**src/rtl/mem_arbiter.sv**
```systemverilog
// mem_arbiter: CPU-first arbiter for a shared single-port memory with loader starvation guard and bus lock.
module mem_arbiter #(
    parameter int AW       = 5,
    parameter int DW       = 8,
    parameter int MAX_WAIT = 4
) (
    input  logic          clk,
    input  logic          rst,
    input  logic          cpu_req,
    input  logic          cpu_wr,
    input  logic [AW-1:0] cpu_addr,
    input  logic [DW-1:0] cpu_wdata,
    output logic          cpu_gnt,
    output logic          cpu_rvalid,
    input  logic          ldr_req,
    input  logic          ldr_lock,
    input  logic          ldr_wr,
    input  logic [AW-1:0] ldr_addr,
    input  logic [DW-1:0] ldr_wdata,
    output logic          ldr_gnt,
    output logic          ldr_rvalid,
    output logic [DW-1:0] rdata,
    output logic          mem_rd,
    output logic          mem_wr,
    output logic [AW-1:0] mem_addr,
    output logic [DW-1:0] mem_wdata,
    input  logic [DW-1:0] mem_rdata,
    output logic [1:0]    owner
);
    typedef enum logic [1:0] {CPU_PRI, LDR_PRI, LDR_LOCK} state_t;
    localparam logic [3:0] MW = 4'(MAX_WAIT);
    state_t state, state_n;
    logic [3:0] cnt, cnt_n;
    logic cpu_tag, ldr_tag;
    always_comb begin
        cpu_gnt = 1'b0;
        ldr_gnt = 1'b0;
        case (state)
            CPU_PRI: begin
                cpu_gnt = cpu_req;
                ldr_gnt = !cpu_req && ldr_req;
            end
            LDR_PRI: begin
                ldr_gnt = ldr_req;
                cpu_gnt = !ldr_req && cpu_req;
            end
            default: ldr_gnt = ldr_req;
        endcase
        if (rst) begin
            cpu_gnt = 1'b0;
            ldr_gnt = 1'b0;
        end
        // counter only climbs while the loader is actively losing to the CPU
        cnt_n = (ldr_gnt || !ldr_req) ? 4'd0 : cpu_gnt ? cnt + 4'd1 : cnt;
        case (state)
            CPU_PRI:  state_n = (ldr_gnt && ldr_lock) ? LDR_LOCK : (cnt_n == MW) ? LDR_PRI : CPU_PRI;
            LDR_PRI:  state_n = (ldr_req && ldr_lock) ? LDR_LOCK : CPU_PRI;
            default:  state_n = ldr_lock ? LDR_LOCK : CPU_PRI;
        endcase
    end
    always_ff @(posedge clk or posedge rst) begin
        if (rst) begin
            state      <= CPU_PRI;
            cnt        <= '0;
            mem_rd     <= 1'b0;
            mem_wr     <= 1'b0;
            mem_addr   <= '0;
            mem_wdata  <= '0;
            cpu_tag    <= 1'b0;
            ldr_tag    <= 1'b0;
            cpu_rvalid <= 1'b0;
            ldr_rvalid <= 1'b0;
            owner      <= 2'b00;
        end else begin
            state      <= state_n;
            cnt        <= cnt_n;
            mem_rd     <= (cpu_gnt && !cpu_wr) || (ldr_gnt && !ldr_wr);
            mem_wr     <= (cpu_gnt && cpu_wr) || (ldr_gnt && ldr_wr);
            cpu_tag    <= cpu_gnt && !cpu_wr;
            ldr_tag    <= ldr_gnt && !ldr_wr;
            cpu_rvalid <= cpu_tag;
            ldr_rvalid <= ldr_tag;
            if (cpu_gnt) begin
                mem_addr  <= cpu_addr;
                mem_wdata <= cpu_wdata;
                owner     <= 2'b01;
            end else if (ldr_gnt) begin
                mem_addr  <= ldr_addr;
                mem_wdata <= ldr_wdata;
                owner     <= 2'b10;
            end
        end
    end
    assign rdata = (cpu_rvalid || ldr_rvalid) ? mem_rdata : '0;
endmodule

```
**config.mk**
```make
export PLATFORM = sky130hd
export DESIGN_NAME = mem_arbiter
export DESIGN_NICKNAME = d
export VERILOG_FILES = /design/src/rtl/mem_arbiter.sv
export SDC_FILE = /design/constraint.sdc
export NUM_CORES = 1
export LEC_CHECK = 0
export ABC_CLOCK_PERIOD_IN_PS = 2700
export BUFFER_PORTS_ARGS = -buffer_cell sky130_fd_sc_hd__buf_2
export CORE_MARGIN = 2
export CORE_UTILIZATION = 29
export CTS_BUF_LIST = sky130_fd_sc_hd__clkbuf_8
export DETAILED_ROUTE_END_ITERATION = 10
export HOLD_SLACK_MARGIN = 0.05
export PLACE_DENSITY = 0.62
export SETUP_SLACK_MARGIN = 0.02
export SKIP_CTS_REPAIR_TIMING = 1
export SLEW_MARGIN = 20
export SYNTH_ARGS = -nofsm -noshare
export SYNTH_HDL_FRONTEND = slang
export SYNTH_SLANG_ARGS = --single-unit
```
**constraint.sdc**
```tcl
create_clock -name clk -period 2.7 [get_ports clk]
set_input_delay 0.54 -clock clk [delete_from_list [all_inputs] [get_ports clk]]
set_output_delay 0.54 -clock clk [all_outputs]
set_load 0.02 [all_outputs]
```
==> results of run 1 <==
## worst max path at each step
stage / startpoint / to / slack, ns / depth (start not counted)
3_5_place_dp: cpu_req / ldr_gnt / 0.66 / 5
6_report: state[1] / ldr_gnt / 0.58 / 4
3_3_place_gp: cpu_req / ldr_gnt / 0.68 / 5
2_1_floorplan: rst / ldr_gnt / 0.47 / 4
4_1_cts: state[1] / ldr_gnt / 0.56 / 4
5_1_grt: state[1] / ldr_gnt / 0.50 / 4
## kinds of logic (layout without fill, tap and decap cells)
group | Yosys count | count (layout) | synth area share [%]
simple gates | 39 | 39 | 18.6
compound gates | 32 | 32 | 18.7
flops | 27 | 27 | 52.8
buf+inv | 8 | 78 | 3.42
mux | 6 | 6 | 4.79
fa+ha+maj | 1 | 1 | 0.978
xor+xnor | 1 | 1 | 0.685
## cells in the mapped netlist, drive strengths merged (2+ instances only)
| master | number |
|---|---|
| nor3 | 2 |
| inv | 3 |
| nor4 | 2 |
| o31ai | 3 |
| nor2 | 9 |
| nor2b | 9 |
| a22o | 9 |
| nand3 | 2 |
| o21ai | 6 |
| mux2i | 5 |
| dfrtp | 27 |
| buf | 4 |
| nand2 | 6 |
| a21o | 9 |
## power breakdown
group	total [mW]	switching, mW	leakage [nW]	internal [mW]
Sequential	0.471	0.0246	0.346	0.447
Combinational	0.236	0.140	0.577	0.0967
Clock	0.237	0.132	0.0217	0.105
Total	0.945	0.297	0.944	0.648
## critical path, cell delays in order (launching register included)
cell     delay (ns)
dfrtp_1        0.42
or3b_4         0.43
nand3_4        0.19
inv_4          0.10
buf_2          0.17
## metrics by stage
stage          cell area, µm²  util, %  power [mW]  hold slack (ns)  worst slack, ns
2_1_floorplan            1280        -       0.619            0.331            0.467
3_3_place_gp             1670     39.0       0.718            0.332            0.678
3_5_place_dp             1670     39.0       0.721            0.336            0.656
4_1_cts                  1720     40.1       0.960            0.358            0.561
5_1_grt                  1720     40.1       0.995            0.362            0.501
6_report                 1720     40.1       0.945            0.353            0.580
## sequential cells by signal (all words and copies together) (netlist names)
| register | flops |
|---|---|
| ldr_tag | 1 |
| mem_rd | 1 |
| owner | 2 |
| ldr_rvalid | 1 |
| cpu_tag | 1 |
| mem_wdata | 8 |
| cnt | 4 |
| mem_wr | 1 |
| mem_addr | 5 |
| state | 2 |
| cpu_rvalid | 1 |
## cell type report
class	instances	area share, %
Tap cell	52	3.78
Inverter	3	0.799
Timing Repair Buffer	71	20.9
Multi-Input combinational cell	79	32.5
Clock buffer	3	2.40
Sequential cell	27	39.2
Clock inverter	1	0.436
## per-layer routing
metal | GRT usage [%] | wire (µm) | vias up
li1 | - | - | 546
met1 | 15.6 | 1300 | 520
met2 | 22.9 | 1560 | 37
met3 | 1.30 | 170 | 4
met4 | 6.41 | 61 | 0
met5 | 0 | 0 | -
==> flow_metrics.py, run 1 <==
metrics = {
    "synthesis": {
        "synth_area_mm2": 0.00128,
        "synth_top_cell_by_area": "dfrtp_1",
        "ys_types": 37,
        "synthesis.instances": 114,
        "syn-num-nets": 156,
        "ys_seq_area_share_pct": 52.8,
        "yosysWarnings": 0,
        "avgSynthCellArea_um2": 11.2,
        "synthTopCellsByArea": "dfrtp_1, a22o_1, a21o_1, nor2b_1, mux2i_1",
        "synth_ff_type": "dfrtp_1",
        "synth_seq_cells": 27,
        "async_flop_share_pct": 100,
        "synth_top_cell_area_share_pct": 52.8,
        "synth_edf_count": 0,
    },
    "final_layout": {
        "multi_input_area_um2": 559,
        "final_common_cell": "buf_2",
        "drive_above_1_share_pct": 45.1,
        "register_area_um2": 676,
        "mostFrequentLayoutCells": "buf_2, dfrtp_1, a22o_1, a21o_1, nor2b_1",
        "final_nets": 227,
        "final_cells": 236,
        "nFillCells": 438,
        "n_antenna_cell": 0,
        "syn2layout_area_growth_pct": 34.7,
    },
    "pwr": {
        "vdd_drop_max_mv": 0.215,
        "cellLeakagePower_nw": 0.944,
        "power_density_mw_per_mm2": 549,
    },
    "routing": {
        "wl_per_cell_um": 13.1,
        "drt_iter0_drc": 35,
        "ant_nets": 0,
        "drt_drc_violations_left": 0,
        "firstDrtPassIters": 3,
        "viasPerCell": 4.69,
        "via_count": 1107,
        "wl_um": 3090,
    },
    "timing": {
        "min_period_over_period_pct": 78.5,
        "period_needed_ns": 2.12,
        "slew_violations": 0,
        "hold_viol": 0,
        "tightest_slew_ns": 0.466,
        "fin_worst_skew_ns": 0.00529,
        "finalSetupViolations": 0,
        "rsz0062_at_grt": "false",
        "fmax_mhz": 472,
        "max_slew_margin_pct": 68.8,
        "tns_ns": 0,
    },
    "global_routing": {
        "grt_start_max_net_pins": 28,
        "grt_pass1_wl_um": 5130,
        "gr-total-overflow": 0,
        "antenna_found_initial": 0,
        "grt_usage_pct": 12.9,
        "grt_pass1_vias": 1116,
    },
    "critical_path": {
        "r2r_slack_ns": 1.00,
        "cp.required_ns": 2.16,
        "crit_fanout": 12,
        "critical_path_arrival_ns": 1.58,
        "worstRegToRegCells": 5,
        "reg2reg_from": "state[1]",
        "critPathLaunchType": "flip-flop",
        "critical_path_class": "flip-flop to primary output",
        "rr_endpoint": "mem_addr[2]",
        "cp-end-kind": "primary output",
    },
    "clock_tree": {
        "root_buffer": "clkbuf_8",
        "cts_tree": "built",
        "cts_sinks": 27,
        "numCtsBuffers": 3,
        "clk_latency_ns": 0.28,
        "htree_levels": 1,
        "clk_pin_slew_ns": 0.09,
        "cts.path.max_buffers": 2,
    },
    "hold_path": {
        "hp-start": "cpu_tag",
        "hold-path-endpoint": "cpu_rvalid",
        "hold_depth": 0,
        "hp-class": "flip-flop to flip-flop",
    },
    "placed_design": {
        "gp_congestion": 0.726,
        "dp_cells": 232,
        "dp_hpwl_um": 2410,
        "io_buffers": 69,
    },
    "die": {
        "die_height_um": 70.4,
        "fp.dieW_um": 70.4,
        "pin_count": 70,
        "dieArea_mm2": 0.00496,
        "core_area_mm2": 0.00429,
        "rows": 24,
        "start_util_pct": 29.8,
    },
    "flow_run": {
        "cap_violations": 0,
    },
    "run_status": {
        "status": "complete, no violations",
    },
}
Power figures use the tool's default switching activity.
==> inputs of run 2 (changes only) <==
ABC_CLOCK_PERIOD_IN_PS = 2000   (was 2700)
clock period = 2 ns   (was 2.7 ns; I/O delays follow)
==> run 2 against run 1 <==
  * Global-route usage down 0.45 points
  * Routed wire length down 0.97%
  * Setup slack worse by 0.50 ns
  * Combinational power up 39%
  * Final area up 2.9%
  * Die area unchanged
  * Register-to-register slack worse by 0.61 ns
  * Sequential share of layout area down 1.1 points
  * Cell count up 2.5%
  * Clock skew about the same
  * Largest power group unchanged
==> flow_metrics.py, run 2 (same netlist as run 1, synthesis figures left out) <==
metrics = {
    "die": {
        "pin_count": 70,
        "core_area_mm2": 0.00429,
        "dieArea_mm2": 0.00496,
        "start_util_pct": 29.8,
        "die_height_um": 70.4,
        "rows": 24,
        "fp.dieW_um": 70.4,
    },
    "placed_design": {
        "io_buffers": 69,
        "dpl_worst_slack_ns": 0.239,
        "gp_congestion": 0.757,
        "dp_cells": 233,
        "dp_hpwl_um": 2420,
    },
    "global_routing": {
        "grt_start_max_net_pins": 28,
        "grt_pass1_vias": 1043,
        "grt_pass1_wl_um": 4940,
        "gr-total-overflow": 0,
        "antenna_found_initial": 0,
        "grt_usage_pct": 12.5,
    },
    "pwr": {
        "combPwrFrac_pct": 25.6,
        "p_clk_share_pct": 24.8,
        "power.switching_mw": 0.399,
        "cellLeakagePower_nw": 0.971,
        "p_int_mw": 0.883,
        "power_density_mw_per_mm2": 723,
        "seq_power_share_pct": 49.5,
        "vdd_drop_max_mv": 0.238,
        "swShare_pct": 31.1,
    },
    "final_layout": {
        "largest_reg_flops": 8,
        "mostFrequentLayoutCells": "buf_2, dfrtp_1",
        "syn2layout_area_growth_pct": 38.6,
        "final_nets": 233,
        "final_common_cell": "buf_2",
        "drive_above_1_share_pct": 46.8,
        "reg.largest.list": "mem_wdata: 8 flops, mem_addr: 5 flops, cnt: 4 flops",
        "regMostFlops": "mem_wdata",
        "n_antenna_cell": 0,
        "final_cells": 242,
    },
    "routing": {
        "wl_per_cell_um": 12.6,
        "firstDrtPassIters": 4,
        "drt_drc_violations_left": 0,
        "ant_nets": 0,
        "wl_um": 3060,
        "via_count": 1135,
        "viasPerCell": 4.69,
        "drt_iter0_drc": 23,
    },
    "timing": {
        "finalSetupViolations": 0,
        "fin_ws_ns": 0.0776,
        "rsz0062_at_grt": "false",
        "fin_worst_skew_ns": 0.00561,
        "fmax_mhz": 520,
        "whs_ns": 0.296,
        "hold_viol": 0,
        "tightest_slew_ns": 0.441,
        "period_needed_ns": 1.92,
        "slew_violations": 0,
        "max_slew_margin_pct": 70.5,
        "tns_ns": 0,
        "min_period_over_period_pct": 96.1,
    },
    "clock_tree": {
        "root_buffer": "clkbuf_8",
        "cts_tree": "built",
        "numCtsBuffers": 3,
        "htree_levels": 1,
        "cts_sinks": 27,
        "clk_pin_slew_ns": 0.09,
        "cts.path.max_buffers": 2,
        "clk_latency_ns": 0.28,
    },
    "hold_path": {
        "hp-class": "input port to flip-flop",
        "hold_depth": 2,
    },
    "critical_path": {
        "critPathLaunchType": "flip-flop",
        "cp.required_ns": 1.60,
        "crit_fanout": 12,
        "critical_path_class": "flip-flop to primary output",
        "worstRegToRegCells": 5,
        "r2r_slack_ns": 0.39,
        "critical_path_arrival_ns": 1.52,
        "cp-end-kind": "primary output",
    },
    "flow_run": {
        "cap_violations": 0,
    },
    "run_status": {
        "status": "complete, no violations",
    },
}
==> run 2: cell count changes in the layout (fill, tap and decap cells not counted), sizes merged <==
cell,change
buf,+6
==> run 2: final timing paths <==
kind	from	end
max	state[1]	ldr_gnt
min	ldr_wr	ldr_tag
max reg2reg	state[1]	mem_addr[4]
min reg2reg	ldr_tag	ldr_rvalid
max in group asynchronous	rst	state[0]
min in group asynchronous	rst	mem_wdata[4]
==> run 2: stage by stage <==
stage,total power [mW],area (µm²),utilization (%)
global route,1.36,1770,41.3
detailed placement,0.974,1680,39.2
floorplan,0.835,1280,-
global placement,0.971,1680,39.2
finish,1.28,1770,41.3
CTS,1.30,1730,40.3
==> run 2: area by class of cell <==
cell class,instances,area (µm²)
fill,441,2520
sequential,27,676
multi-input combinational,79,559
timing repair buffer,77,408
tap,52,65.1
clock buffer,3,41.3
inverter,3,16.3
clock inverter,1,7.51
==> run 2: worst max-delay path: stages (launching register included) <==
cell,delay [ns]
dfrtp_1,0.43
or3b_4,0.43
nand3_4,0.15
inv_6,0.07
buf_4,0.16
==> run 2: layer usage <==
layer / track usage (%) / part of all wire [%]
met5: 0 / 0
met4: 6.41 / 2.1
met3: 1.30 / 6.5
met2: 21.0 / 51
met1: 15.8 / 41
==> run 2: power groups by stage <==
stage	Clock [mW]	Sequential, mW	Combinational, mW
6_report	0.319	0.635	0.329
5_1_grt	0.360	0.644	0.357
4_1_cts	0.332	0.637	0.326
3_5_place_dp	0	0.648	0.326
3_3_place_gp	0	0.647	0.324
2_1_floorplan	0	0.711	0.124
==> inputs of run 3 (changes only) <==
CORE_ASPECT_RATIO = 0.8   (was not set)
==> run 3 against run 2 <==
  * Routed wire length up 0.65%
  * Clock skew down 0.0017 ns
  * Clock power fell by 3%
  * Maximum frequency hardly changed
  * Hold slack worse by 0.0071 ns
  * Via count up 2.6%
  * Sequential cell count unchanged
  * Setup slack improved by 0.0018 ns
  * Die area about the same
  * Power decreased by 0.66%
==> flow_metrics.py, run 3 (same netlist as run 1, synthesis figures left out) <==
metrics = {
    "critical_path": {
        "cp_cell_sequence": "or2b_1, nor3_2, buf_2",
        "crit_path_max_incr_delay_ns": 0.42,
        "cp-end-kind": "primary output",
        "crit_fanout": 7,
        "critical_path_arrival_ns": 1.52,
        "crit_family": "simple AND/OR/NAND/NOR gates",
        "critical_path_class": "flip-flop to primary output",
        "critPathLaunchType": "flip-flop",
        "worstRegToRegCells": 5,
        "cp.required_ns": 1.60,
        "cp_slowest_cell": "dfrtp_1",
        "cp_num_buf_inv": 1,
        "cp.depth": 3,
    },
    "die": {
        "fp.dieW_um": 78.2,
        "dieArea_mm2": 0.00496,
        "core_area_mm2": 0.00420,
        "pin_count": 70,
        "start_util_pct": 30.4,
        "rows": 21,
        "die_height_um": 63.4,
    },
    "routing": {
        "firstDrtPassIters": 4,
        "drt_drc_violations_left": 0,
        "via_count": 1165,
        "wl_met1_um": 1360,
        "wl_met2_um": 1420,
        "viasPerCell": 4.64,
        "wl_per_cell_um": 12.3,
        "drt_iter0_drc": 41,
        "wl_um": 3080,
        "ant_nets": 0,
        "route.met3.wl_um": 285,
        "top_layer": "met4",
    },
    "timing": {
        "min_period_over_period_pct": 96.0,
        "tns_ns": 0,
        "hold_viol": 0,
        "max_slew_margin_pct": 69.8,
        "fmax_mhz": 521,
        "slew_violations": 0,
        "finalSetupViolations": 0,
        "period_needed_ns": 1.92,
        "rsz0062_at_grt": "false",
        "fin_worst_skew_ns": 0.00387,
        "tightest_slew_ns": 0.451,
    },
    "pwr": {
        "p_clk_share_pct": 24.3,
        "power.switching_mw": 0.389,
        "p_int_mw": 0.885,
        "combPwrFrac_pct": 26.0,
        "swShare_pct": 30.6,
        "seq_power_share_pct": 49.8,
        "vdd_drop_max_mv": 0.506,
        "cellLeakagePower_nw": 0.992,
        "power_density_mw_per_mm2": 706,
    },
    "clock_tree": {
        "cts.path.max_buffers": 2,
        "clk_pin_slew_ns": 0.09,
        "cts_tree": "built",
        "numCtsBuffers": 3,
        "htree_levels": 1,
        "root_buffer": "clkbuf_8",
        "cts_sinks": 27,
        "clk_latency_ns": 0.27,
    },
    "global_routing": {
        "grt_usage_pct": 12.6,
        "grt_start_max_net_pins": 28,
        "grt_pass1_vias": 1101,
        "gr-total-overflow": 0,
        "grt_pass1_wl_um": 5060,
        "antenna_found_initial": 0,
    },
    "final_layout": {
        "n_antenna_cell": 0,
        "final_cells": 251,
        "final_nets": 237,
        "regMostFlops": "mem_wdata",
        "final_common_cell": "buf_2",
        "nFillCells": 429,
        "mostFrequentLayoutCells": "buf_2, dfrtp_1, buf_4",
        "largest_reg_flops": 8,
        "reg.largest.list": "mem_wdata: 8 flops, mem_addr: 5 flops, cnt: 4 flops",
        "drive_above_1_share_pct": 47.9,
        "syn2layout_area_growth_pct": 41.1,
    },
    "placed_design": {
        "io_buffers": 69,
        "dp_hpwl_um": 2310,
        "gp_congestion": 0.738,
        "dp_cells": 238,
    },
    "hold_path": {
        "hold_depth": 2,
        "hp-class": "input port to flip-flop",
    },
    "run_status": {
        "status": "complete, no violations",
    },
    "flow_run": {
        "cap_violations": 0,
    },
}
==> run 3: layout make-up <==
type                            instances  area (µm²)  area share [%]
Clock buffer                            3        41.3            2.29
Clock inverter                          1        7.51           0.416
Inverter                                3        13.8           0.763
Multi-Input combinational cell         79         559            31.0
Sequential cell                        27         676            37.4
Tap cell                               57        71.3            3.95
Timing Repair Buffer                   81         435            24.1
==> run 3: stage by stage <==
| stage | utilization [%] | setup WS [ns] | cell area [µm²] | hold slack (ns) | power [mW] |
|---|---|---|---|---|---|
| floorplan | - | 0.0470 | 1280 | 0.331 | 0.835 |
| global route | 42.9 | 0.0229 | 1800 | 0.286 | 1.35 |
| global placement | 40.1 | 0.260 | 1690 | 0.337 | 0.967 |
| detailed placement | 40.1 | 0.235 | 1690 | 0.336 | 0.969 |
| finish | 42.9 | 0.0794 | 1800 | 0.289 | 1.27 |
| CTS | 41.3 | 0.00677 | 1740 | 0.286 | 1.28 |
==> run 3: final timing paths <==
| check | start | endpoint | slack [ns] |
|---|---|---|---|
| min in group asynchronous | rst | cnt[3] | 0.36 |
| hold reg to reg | cpu_tag | cpu_rvalid | 0.36 |
| setup / recovery | state[1] | cpu_gnt | 0.08 |
| setup reg to reg | state[1] | mem_wdata[6] | 0.35 |
| max in group asynchronous | rst | mem_addr[2] | 1.39 |
| hold / removal | ldr_wr | ldr_tag | 0.29 |
==> run 3: worst register-to-register path, delay by kind of cell (launching register included) <==
kind	cells	cell delay, ns
AND/OR/NAND/NOR	3	0.72
flip-flops	1	0.42
buffers and inverters	1	0.23
AO/OA/AOI/OAI	1	0.19
==> run 3: routing by layer <==
| layer | up-vias | GRT usage (%) |
|---|---|---|
| met3 | 2 | 5.01 |
| met2 | 51 | 20.4 |
| met4 | 0 | 2.63 |
| li1 | 566 | - |
| met1 | 546 | 16.0 |
| met5 | - | 0 |
==> run 3: power groups by stage <==
stage	registers, mW	clock network, mW	logic (mW)
after detailed placement	0.644	0	0.325
after CTS	0.635	0.318	0.325
after global placement	0.644	0	0.323
after floorplan	0.711	0	0.124
after global routing	0.643	0.345	0.361
final	0.634	0.309	0.331
